### config.mk
export PLATFORM = sky130hd
export DESIGN_NAME = seg_msg_sequencer_flat
export DESIGN_NICKNAME = d
export VERILOG_FILES = /design/src/rtl/seg_msg_pkg.sv /design/src/rtl/seg_msg_sequencer_if.sv /design/src/rtl/seg_tick_gen.sv /design/src/rtl/seg_msg_sequencer.sv /design/src/flat_wrapper.sv
export SDC_FILE = /design/constraint.sdc
export NUM_CORES = 1
export LEC_CHECK = 0
export ABC_AREA = 0
export BUFFER_PORTS_ARGS = -buffer_cell sky130_fd_sc_hd__buf_2
export CAP_MARGIN = 40
export CORE_MARGIN = 5
export CORE_UTILIZATION = 32
export CTS_CLUSTER_DIAMETER = 30
export DETAILED_ROUTE_END_ITERATION = 7
export PLACE_DENSITY = 0.58
export SETUP_SLACK_MARGIN = 0.15
export SLEW_MARGIN = 30
export SYNTH_ARGS = -nofsm -noshare
export SYNTH_HDL_FRONTEND = slang
export SYNTH_HIERARCHICAL = 1
export SYNTH_SLANG_ARGS = --single-unit
### constraint.sdc
create_clock -name clk -period 2.8 [get_ports clk]
set_input_delay 0.42 -clock clk [delete_from_list [all_inputs] [get_ports clk]]
set_output_delay 0.42 -clock clk [all_outputs]
set_load 0.02 [all_outputs]
### src/rtl/seg_msg_pkg.sv
// Shared definitions for the seg display message sequencer: message ids,
// nibble codes, FSM state type, pattern lookup and leading-zero blanking.
package seg_msg_pkg;

  localparam int MSG_ID_W = 3;

  localparam logic [MSG_ID_W-1:0] MSG_GOOD  = 3'd0;
  localparam logic [MSG_ID_W-1:0] MSG_GOGO  = 3'd1;
  localparam logic [MSG_ID_W-1:0] MSG_LOSE  = 3'd2;
  localparam logic [MSG_ID_W-1:0] MSG_UP    = 3'd3;
  localparam logic [MSG_ID_W-1:0] MSG_DN    = 3'd4;
  localparam logic [MSG_ID_W-1:0] MSG_BLANK = 3'd5;

  localparam logic [3:0]  NIB_BLANK = 4'hF;
  localparam logic [15:0] SEG_BLANK = 16'hFFFF;

  typedef enum logic {
    ST_IDLE = 1'b0,
    ST_SHOW = 1'b1
  } state_t;

  // Nibble codes for each canned word; reserved ids render blank.
  function automatic logic [15:0] msg_pattern(input logic [MSG_ID_W-1:0] id);
    logic [15:0] pat;
    case (id)
      MSG_GOOD: pat = 16'h900D;
      MSG_GOGO: pat = 16'h9090;
      MSG_LOSE: pat = 16'hC05E;
      MSG_UP:   pat = 16'hFFDE;
      MSG_DN:   pat = 16'hFFDA;
      default:  pat = SEG_BLANK;
    endcase
    return pat;
  endfunction

  // Replace leading zero nibbles (MSB side) with blanks; the last digit
  // always stays visible so zero still reads as "0".
  function automatic logic [15:0] blank_leading(input logic [15:0] v);
    logic [15:0] r;
    logic        lead;
    r    = v;
    lead = 1'b1;
    for (int i = 3; i >= 1; i--) begin
      if (lead && (v[i*4 +: 4] == 4'h0)) r[i*4 +: 4] = NIB_BLANK;
      else                               lead = 1'b0;
    end
    return r;
  endfunction

endpackage

### src/rtl/seg_msg_sequencer_if.sv
// Message request channel between game logic (master) and the sequencer (slave).
interface seg_msg_sequencer_if;
  import seg_msg_pkg::*;

  logic                msg_valid;
  logic [MSG_ID_W-1:0] msg_id;
  logic                msg_ready;
  logic                msg_clear;

  modport master (output msg_valid, output msg_id, output msg_clear, input msg_ready);
  modport slave  (input msg_valid, input msg_id, input msg_clear, output msg_ready);
endinterface

### src/rtl/seg_tick_gen.sv
// Timing tick generator: one-cycle tick every TICK_DIV clocks. clr restarts
// the count so the first tick lands TICK_DIV cycles after the clr cycle.
module seg_tick_gen #(
  parameter int TICK_DIV = 100000
) (
  input  logic clk,
  input  logic reset,
  input  logic clr,
  output logic tick
);

  localparam int TW = (TICK_DIV > 1) ? $clog2(TICK_DIV) : 1;

  logic [TW-1:0] cnt;

  assign tick = (cnt == TW'(TICK_DIV - 1));

  // Free-running divider, restarted by clr.
  always_ff @(posedge clk or posedge reset) begin
    // NOTE: sequential state uses non-blocking assignments so every flop
    // samples pre-edge values regardless of statement order.
    if (reset)     cnt <= '0;
    else if (clr)  cnt <= '0;
    else if (tick) cnt <= '0;
    else           cnt <= cnt + TW'(1);
  end

endmodule

### src/rtl/seg_msg_sequencer.sv
// Builds the 4-nibble seg_data word: blanked live value when idle, canned
// words for HOLD_TICKS ticks on request, with a 1-deep pending slot.
// Optional build macro SEG_MSG_BLINK_EN: message blinks every BLINK_TICKS ticks.
module seg_msg_sequencer
  import seg_msg_pkg::*;
#(
  parameter int TICK_DIV    = 100000,
  parameter int HOLD_TICKS  = 1500,
  parameter int BLINK_TICKS = 250
) (
  input  logic                clk,
  input  logic                reset,
  input  logic [15:0]         value,
  seg_msg_sequencer_if.slave  msg,
  output logic [15:0]         seg_data,
  output logic                busy,
  output logic [MSG_ID_W-1:0] cur_msg
);

  localparam int HW = (HOLD_TICKS > 1) ? $clog2(HOLD_TICKS) : 1;

  state_t              state_q, state_d;
  logic                pend_valid;
  logic [MSG_ID_W-1:0] pend_id;
  logic [HW-1:0]       hold_cnt;
  logic                tick;
  logic                accept, hold_expire, launch_ok, launch;
  logic [MSG_ID_W-1:0] launch_id;
  logic [15:0]         seg_data_d;
  logic                blink_off_d;

  assign msg.msg_ready = !pend_valid;
  assign busy          = (state_q == ST_SHOW);

  assign accept      = msg.msg_valid && !pend_valid && !msg.msg_clear;
  assign hold_expire = (state_q == ST_SHOW) && tick && (hold_cnt == HW'(HOLD_TICKS - 1));
  assign launch_ok   = (state_q == ST_IDLE) || hold_expire;
  assign launch      = !msg.msg_clear && launch_ok && (pend_valid || accept);
  assign launch_id   = pend_valid ? pend_id : msg.msg_id;

  seg_tick_gen #(.TICK_DIV(TICK_DIV)) u_tick (
    .clk   (clk),
    .reset (reset),
    .clr   (launch || msg.msg_clear),
    .tick  (tick)
  );

`ifdef SEG_MSG_BLINK_EN
  localparam int BW = (BLINK_TICKS > 1) ? $clog2(BLINK_TICKS) : 1;

  logic [BW-1:0] blink_cnt;
  logic          blink_off;
  logic          blink_wrap;

  assign blink_wrap  = (blink_cnt == BW'(BLINK_TICKS - 1));
  assign blink_off_d = blink_off ^ ((state_q == ST_SHOW) && tick && blink_wrap);

  // Blink phase: restarts visible on every launch, toggles each BLINK_TICKS ticks.
  always_ff @(posedge clk or posedge reset) begin
    if (reset) begin
      blink_cnt <= '0;
      blink_off <= 1'b0;
    end else if (msg.msg_clear || launch) begin
      blink_cnt <= '0;
      blink_off <= 1'b0;
    end else if ((state_q == ST_SHOW) && tick) begin
      blink_cnt <= blink_wrap ? '0 : blink_cnt + BW'(1);
      blink_off <= blink_off_d;
    end
  end
`else
  logic unused_blink_cfg;
  assign unused_blink_cfg = (BLINK_TICKS > 0);
  assign blink_off_d      = 1'b0;
`endif

  // FSM state register.
  always_ff @(posedge clk or posedge reset) begin
    if (reset) state_q <= ST_IDLE;
    else       state_q <= state_d;
  end

  // FSM next state: clear wins, then launch, then plain expiry.
  always_comb begin
    // NOTE: default first so every path assigns state_d and no latch is inferred.
    state_d = state_q;
    if (msg.msg_clear)    state_d = ST_IDLE;
    else if (launch)      state_d = ST_SHOW;
    else if (hold_expire) state_d = ST_IDLE;
  end

  // FSM output: next display word for the registered seg_data.
  always_comb begin
    seg_data_d = blank_leading(value);
    if (launch)                    seg_data_d = msg_pattern(launch_id);
    else if (state_d == ST_SHOW)   seg_data_d = blink_off_d ? SEG_BLANK : msg_pattern(cur_msg);
  end

  // Output register, current id, hold counter and pending slot.
  always_ff @(posedge clk or posedge reset) begin
    if (reset) begin
      seg_data   <= SEG_BLANK;
      cur_msg    <= '0;
      hold_cnt   <= '0;
      pend_valid <= 1'b0;
      pend_id    <= '0;
    end else begin
      seg_data <= seg_data_d;
      if (msg.msg_clear) begin
        hold_cnt   <= '0;
        pend_valid <= 1'b0;
      end else begin
        if (launch) begin
          cur_msg  <= launch_id;
          hold_cnt <= '0;
        end else if (hold_expire) begin
          hold_cnt <= '0;
        end else if ((state_q == ST_SHOW) && tick) begin
          hold_cnt <= hold_cnt + HW'(1);
        end
        if (launch && pend_valid) begin
          pend_valid <= 1'b0;
        end else if (accept && !launch) begin
          pend_valid <= 1'b1;
          pend_id    <= msg.msg_id;
        end
      end
    end
  end

endmodule

### src/flat_wrapper.sv
// flat-port wrapper written by rule: the top's interface ports become plain ports
module seg_msg_sequencer_flat import seg_msg_pkg::*;
#(
  parameter int TICK_DIV    = 100000,
  parameter int HOLD_TICKS  = 1500,
  parameter int BLINK_TICKS = 250
)
  (clk, reset, value, seg_data, busy, cur_msg, msg_msg_valid, msg_msg_id, msg_msg_clear, msg_msg_ready);
  seg_msg_sequencer_if msg_i ();
  input  logic clk;
  input  logic reset;
  input  logic [15:0] value;
  output logic [15:0] seg_data;
  output logic busy;
  output logic [MSG_ID_W-1:0] cur_msg;
  input wire logic [$bits(msg_i.msg_valid)-1:0] msg_msg_valid;
  input wire logic [$bits(msg_i.msg_id)-1:0] msg_msg_id;
  input wire logic [$bits(msg_i.msg_clear)-1:0] msg_msg_clear;
  output wire logic [$bits(msg_i.msg_ready)-1:0] msg_msg_ready;
  assign msg_i.msg_valid = msg_msg_valid;
  assign msg_i.msg_id = msg_msg_id;
  assign msg_i.msg_clear = msg_msg_clear;
  assign msg_msg_ready = msg_i.msg_ready;
  seg_msg_sequencer #(.TICK_DIV(TICK_DIV), .HOLD_TICKS(HOLD_TICKS), .BLINK_TICKS(BLINK_TICKS)) u_core (.clk(clk), .reset(reset), .value(value), .msg(msg_i), .seg_data(seg_data), .busy(busy), .cur_msg(cur_msg));
endmodule
* Word level (Yosys, flattened, before mapping)
Index checks and enable logic that the tools add are counted.
** Operators by class
- Eq/ne operators :: 10
- Reductions and logical operators :: 25
- $add $sub $neg :: 2
- Bitwise operators :: 3
- Mux-type cells :: 22
** Operators by type and width (count)
- 15-bit one-hot mux with 5 select lines :: 2
- 11-bit 2-to-1 mux :: 4
- 17-bit 2-to-1 mux :: 2
- 16-bit 2-to-1 mux :: 2
- 17-bit by 1-bit adder with 17-bit output, second input constant :: 1
- 17-bit == test, second input constant :: 1
- 3-bit by 2-bit == test with 1-bit output, second input constant :: 4
- 4-bit zero test :: 3
- 4-bit 2-to-1 mux :: 3
- 11-bit by 1-bit adder with 11-bit output, second input constant :: 1
- 11-bit == test, second input constant :: 1
- 1-bit logical AND :: 10
- 1-bit 2-to-1 mux :: 8
- 3-bit by 1-bit == test with 1-bit output, second input constant :: 2
- 3-bit == test, second input constant :: 2
- 3-bit zero test :: 2
- 4-bit nonzero test :: 1
- 1-bit zero test :: 3
- 1-bit logical OR :: 3
- 3-bit 2-to-1 mux :: 1
- 1-bit NOT :: 3
- 3-bit AND reduction :: 1
- 3-bit nonzero test :: 1
- 2-bit AND reduction :: 1
** Storage, ports and cells
- Logic and storage cells :: 69
- Input bits :: 23
- Register bits :: 52
- Output and inout bits :: 21

* Longest topological paths before layout
- Depth in word-level cells :: 11
- Mapped depth :: 11
- Depth with buffers taken out :: 8

* By module
Netlist, hierarchy kept.
** Modules (own cells, without submodules)
- seg_msg_sequencer :: area an instance 1986.9 µm², instances 1, cells an instance 200, seq. area each 895.9 µm²
- seg_tick_gen :: area an instance 902.1 µm², instances 1, cells an instance 88, seq. area each 425.4 µm²

* Worst setup path after synthesis
OpenSTA, ideal clock, no wires.
- Path kind :: reg-to-reg
- Start point :: reg u_core.u_tick.cnt[8]
- End point :: reg u_core.u_tick.cnt[13]
- Data arrival time :: 2.189 ns
- Path buffers :: 3
- Clock period less this slack :: 2.309 ns
- Slack :: 0.491 ns
- Data required time :: 2.681 ns
- Library setup time :: 0.119 ns
- Cell stages (with the launch flop) :: 11
- Path through :: dfrtp_1 or4b_1 nor4_2 buf_4 a41o_1 a21oi_1 inv_1 or2_1 buf_4 buf_12 nor2_2
** On the way
- Word-level cells in the longest chain between the ends :: 8
- Elaborated cells on any way between the ends :: 10
- Classes of those cells :: add/sub: 1; eq/ne: 1; mux: 2; reduce/logical: 6
** RTL lines
- start, declared :: line seg_tick_gen.sv:14 : logic [TW-1:0] cnt;
- start signal, assigned :: line seg_tick_gen.sv:25 : else cnt <= cnt + TW'(1);
- 17-bit == test * :: line seg_tick_gen.sv:16 : assign tick = (cnt == TW'(TICK_DIV - 1));
- via u_core.tick :: line seg_msg_sequencer.sv:26 : logic tick;
- 1-bit logical AND (2 in series) :: line seg_msg_sequencer.sv:36 : assign hold_expire = (state_q == ST_SHOW) && tick && (hold_cnt == HW'(HOLD_TICKS - 1));
- 1-bit logical OR :: line seg_msg_sequencer.sv:37 : assign launch_ok = (state_q == ST_IDLE) || hold_expire;
- 1-bit logical AND (2 in series) :: line seg_msg_sequencer.sv:38 : assign launch = !msg.msg_clear && launch_ok && (pend_valid || accept);
- 1-bit logical OR :: line seg_msg_sequencer.sv:44 : .clr (launch || msg.msg_clear),
- 17-bit 2-to-1 mux * :: line seg_tick_gen.sv:23 : else if (clr) cnt <= '0;
The timed path passes the listed nets; every way through them passes the cells marked *.
A chain may end at the register's enable or synchronous reset.

* Worst setup path in the final report
- Start point :: reg u_core.u_tick.cnt[13]
- End point :: reg u_core.seg_data[12]
** On the way
- Word-level cells in the longest chain between the ends :: 10
- Elaborated cells on any way between the ends :: 11
- Classes of those cells :: eq/ne: 1; mux: 5; reduce/logical: 5
** RTL lines
- 17-bit == test * :: line seg_tick_gen.sv:16
- via u_core.tick :: line seg_msg_sequencer.sv:26
- 1-bit logical AND * (2 in series) :: line seg_msg_sequencer.sv:36
- 1-bit logical OR :: line seg_msg_sequencer.sv:37
- 1-bit logical AND (2 in series) :: line seg_msg_sequencer.sv:38
- 1-bit 2-to-1 mux :: line seg_msg_sequencer.sv:88 : else if (launch) state_d = ST_SHOW;
- 1-bit 2-to-1 mux :: line seg_msg_sequencer.sv:87 : if (msg.msg_clear) state_d = ST_IDLE;
- 16-bit 2-to-1 mux :: line seg_msg_sequencer.sv:96 : else if (state_d == ST_SHOW) seg_data_d = blink_off_d ? SEG_BLANK : msg_pattern(cur_msg);
- 16-bit 2-to-1 mux * :: line seg_msg_sequencer.sv:95 : if (launch) seg_data_d = msg_pattern(launch_id);
- via u_core.seg_data_d[12] :: line seg_msg_sequencer.sv:29 : logic [15:0] seg_data_d;
- end signal, assigned :: line seg_msg_sequencer.sv:108 : seg_data <= seg_data_d;
- end, declared :: line seg_msg_sequencer.sv:15 : output logic [15:0] seg_data,
Marked as above.

==> metrics.cfg <==
[outcome]
run_status = completed

[sta]
tightest_slew_ns = 0.647
fmax_mhz = 401
timing.setup.tns_ns = 0
rsz0062_at_grt = false
relSlewSlack = 0.568
hold_viol = 0
slew_violations = 0
fin_crit_ns = 2.50
period_share = 0.891
final-setup-viol-count = 0
skew_ns = 0.00920
finalWorstSetupSlack_ns = 0.305

[drt]
dr.pass1.iters = 4
drt_drc_violations_left = 0
vias = 2327
drt_iter0_drc = 74
drt.antenna.violating_nets = 0
vias_per_cell = 5.25
post_drt_wl_per_cell_um = 15.0
drt_wl_total_um = 6660

[finish]
area.growth.synth_to_final_pct = 14.9
fill_cells = 917
layout-drive-gt1-share = 0.304
utilization = 0.379
layout.nets = 359
diodes = 0
fin_cells = 443

[global_routing]
grt_use_total = 0.125
grt_max_degree = 25
grt_pass1_vias = 2346
antenna_found_initial = 0
grt_pass1_wl_um = 11500
overflow = 0

[critical_path]
arrival_ns = 2.72
critPathLaunchType = register
cp.required_ns = 3.03
worstReg2RegStart = u_core/u_tick/cnt[13]
r2r_slack_ns = 0.30
r2r_end = u_core/seg_data[12]
cp_max_fo = 10
critical_path_class = reg2reg
crit_path_end_kind = register
reg2reg_depth = 6

[logic_synthesis]
syn_area_um2 = 2890
synth-edff-count = 0
synth_fp_nets = 313
synthTopCellsByArea = dfrtp_1 (31%), dfstp_2 (15%), nor2_1 (3.5%)
synthDistinctLibCells = 61
yosysTopAreaCellShare = 0.312
ys_seq_area_frac = 0.457
synth_warnings = 6
ys_seq_elements = 52
synth_area_per_cell_um2 = 10.0
post-synth-top-area-cell = dfrtp_1
async_flop_share = 1.00
yosysMostFrequentCell = dfrtp_1
yosys-top-cells-count = dfrtp_1 (36), nor2_1 (27), o21ai_0 (18)
synthCells = 288
synth_top_flop_cell = dfrtp_1

[die]
io_pins = 44
row_count = 34
die_area_um2 = 11000
die_w_um = 105
core_um2 = 8760
start_util = 0.330
die_h_um = 105

[worst_hold_path]
hold_path_class = in2async

[clock_tree]
clk_pin_slew_ns = 0.09
ctsLongestPathBuffers = 2
root_buffer = clkbuf_8
cts_hold_buf = 0
worstSkewPairLatency_ns = 0.30
cts_buffers = 5
cts_num_sinks = 52
cts-htree-levels = 2
cts_tree = yes

[placement]
post-place-cells = 433
port_buffers = 43
pre_cts_slack_ns = 0.277
hpwl_um = 5000
gp_congestion = 0.814

[pwr]
p_per_area_nw_per_um2 = 501
peakVddDrop_uv = 219
power_mw = 1.66
power_leakage_nw = 1.33

[flow_run]
cap_violations = 0

[stage by stage]
| stage | cell area [um^2] | hold WS [ns] |
|---|---|---|
| 3_3_place_gp | 3200 | 0.514 |
| 4_1_cts | 3280 | 0.172 |
| 5_1_grt | 3320 | 0.207 |
| 2_1_floorplan | 2890 | 0.346 |
| 6_report | 3320 | 0.164 |
| 3_5_place_dp | 3200 | 0.513 |
[per-layer routing]
layer	part of all wire	wire, um	GRT usage	up-vias
met5	0	0	0	-
met4	0.0083	55	0.0329	0
met3	0.047	314	0.0259	5
met2	0.47	3100	0.203	47
met1	0.48	3180	0.169	1126
li1	-	-	-	1149
[power breakdown]
group	switching (mW)	internal [mW]	leakage, nW
combinational	0.219	0.136	0.636
clock	0.232	0.176	0.0422
sequential	0.0625	0.838	0.656
[placed cells by master (no fill, tap or decap), types with 3 or more instances in the layout]
cell type	n
xnor2_1	11
nor2_1	27
buf_4	4
o221a_2	5
clkbuf_8	5
o21ai_0	18
nor2_2	10
mux2_2	4
xor2_1	8
a31oi_1	3
nand2b_1	3
or4_1	4
nand3_1	16
buf_2	43
inv_1	11
nor3_1	6
nor4_1	5
a21oi_1	11
nand2_1	15
or3_1	8
nand4_1	9
dfstp_2	16
and3_1	4
dfrtp_1	36
[repair_timing]
action	4_1_cts	5_1_grt
setup endpoints to repair	0	22
setup buffers	0	1
resized for setup	0	5
[how the worst max path moves through the flow]
stage | start | end | slack, ns
5_1_grt | u_core/u_tick/cnt[12] | u_core/hold_cnt[9] | 0.15
3_5_place_dp | u_core/u_tick/cnt[13] | u_core/seg_data[15] | 0.28
4_1_cts | u_core/u_tick/cnt[13] | u_core/seg_data[15] | 0.27
3_3_place_gp | u_core/u_tick/cnt[8] | u_core/seg_data[15] | 0.34
2_1_floorplan | u_core/u_tick/cnt[8] | u_core/u_tick/cnt[13] | 0.49
6_report | u_core/u_tick/cnt[13] | u_core/seg_data[12] | 0.30
[cell type report]
class,instances,area (um^2),area share
multi-input cells,213,1460,0.439
flip-flops and latches,52,1320,0.398
repair buffers,50,279,0.0841
well taps,108,135,0.0407
clock buffers,7,76.3,0.0230
inverters,12,45.0,0.0136
clock inverters,1,5.00,0.00151
[cells by family after synthesis]
family | Yosys count | synth area share
compound gates | 61 | 0.165
flops | 52 | 0.457
buf+inv | 23 | 0.0433
mux | 6 | 0.0225
fa+ha+maj | 2 | 0.00866
xor+xnor | 19 | 0.0576
simple gates | 125 | 0.245
[critical path: stages, from the launching register on]
cell and delay, ns:
dfrtp_1 0.42, or4bb_4 0.57, nor4_4 0.33, buf_6 0.18, a41oi_4 0.17, or4_1 0.62
o311a_1 0.14
[flip-flops by register name, indices dropped and copies added (netlist names)]
signal and flops:
u_core/seg_data 16, u_core/u_tick/cnt 17, u_core/hold_cnt 11, u_core/busy 1
u_core/cur_msg 3, u_core/pend_id 3, u_core/pend_valid 1
Note: power is estimated with default switching activity, not from simulation.
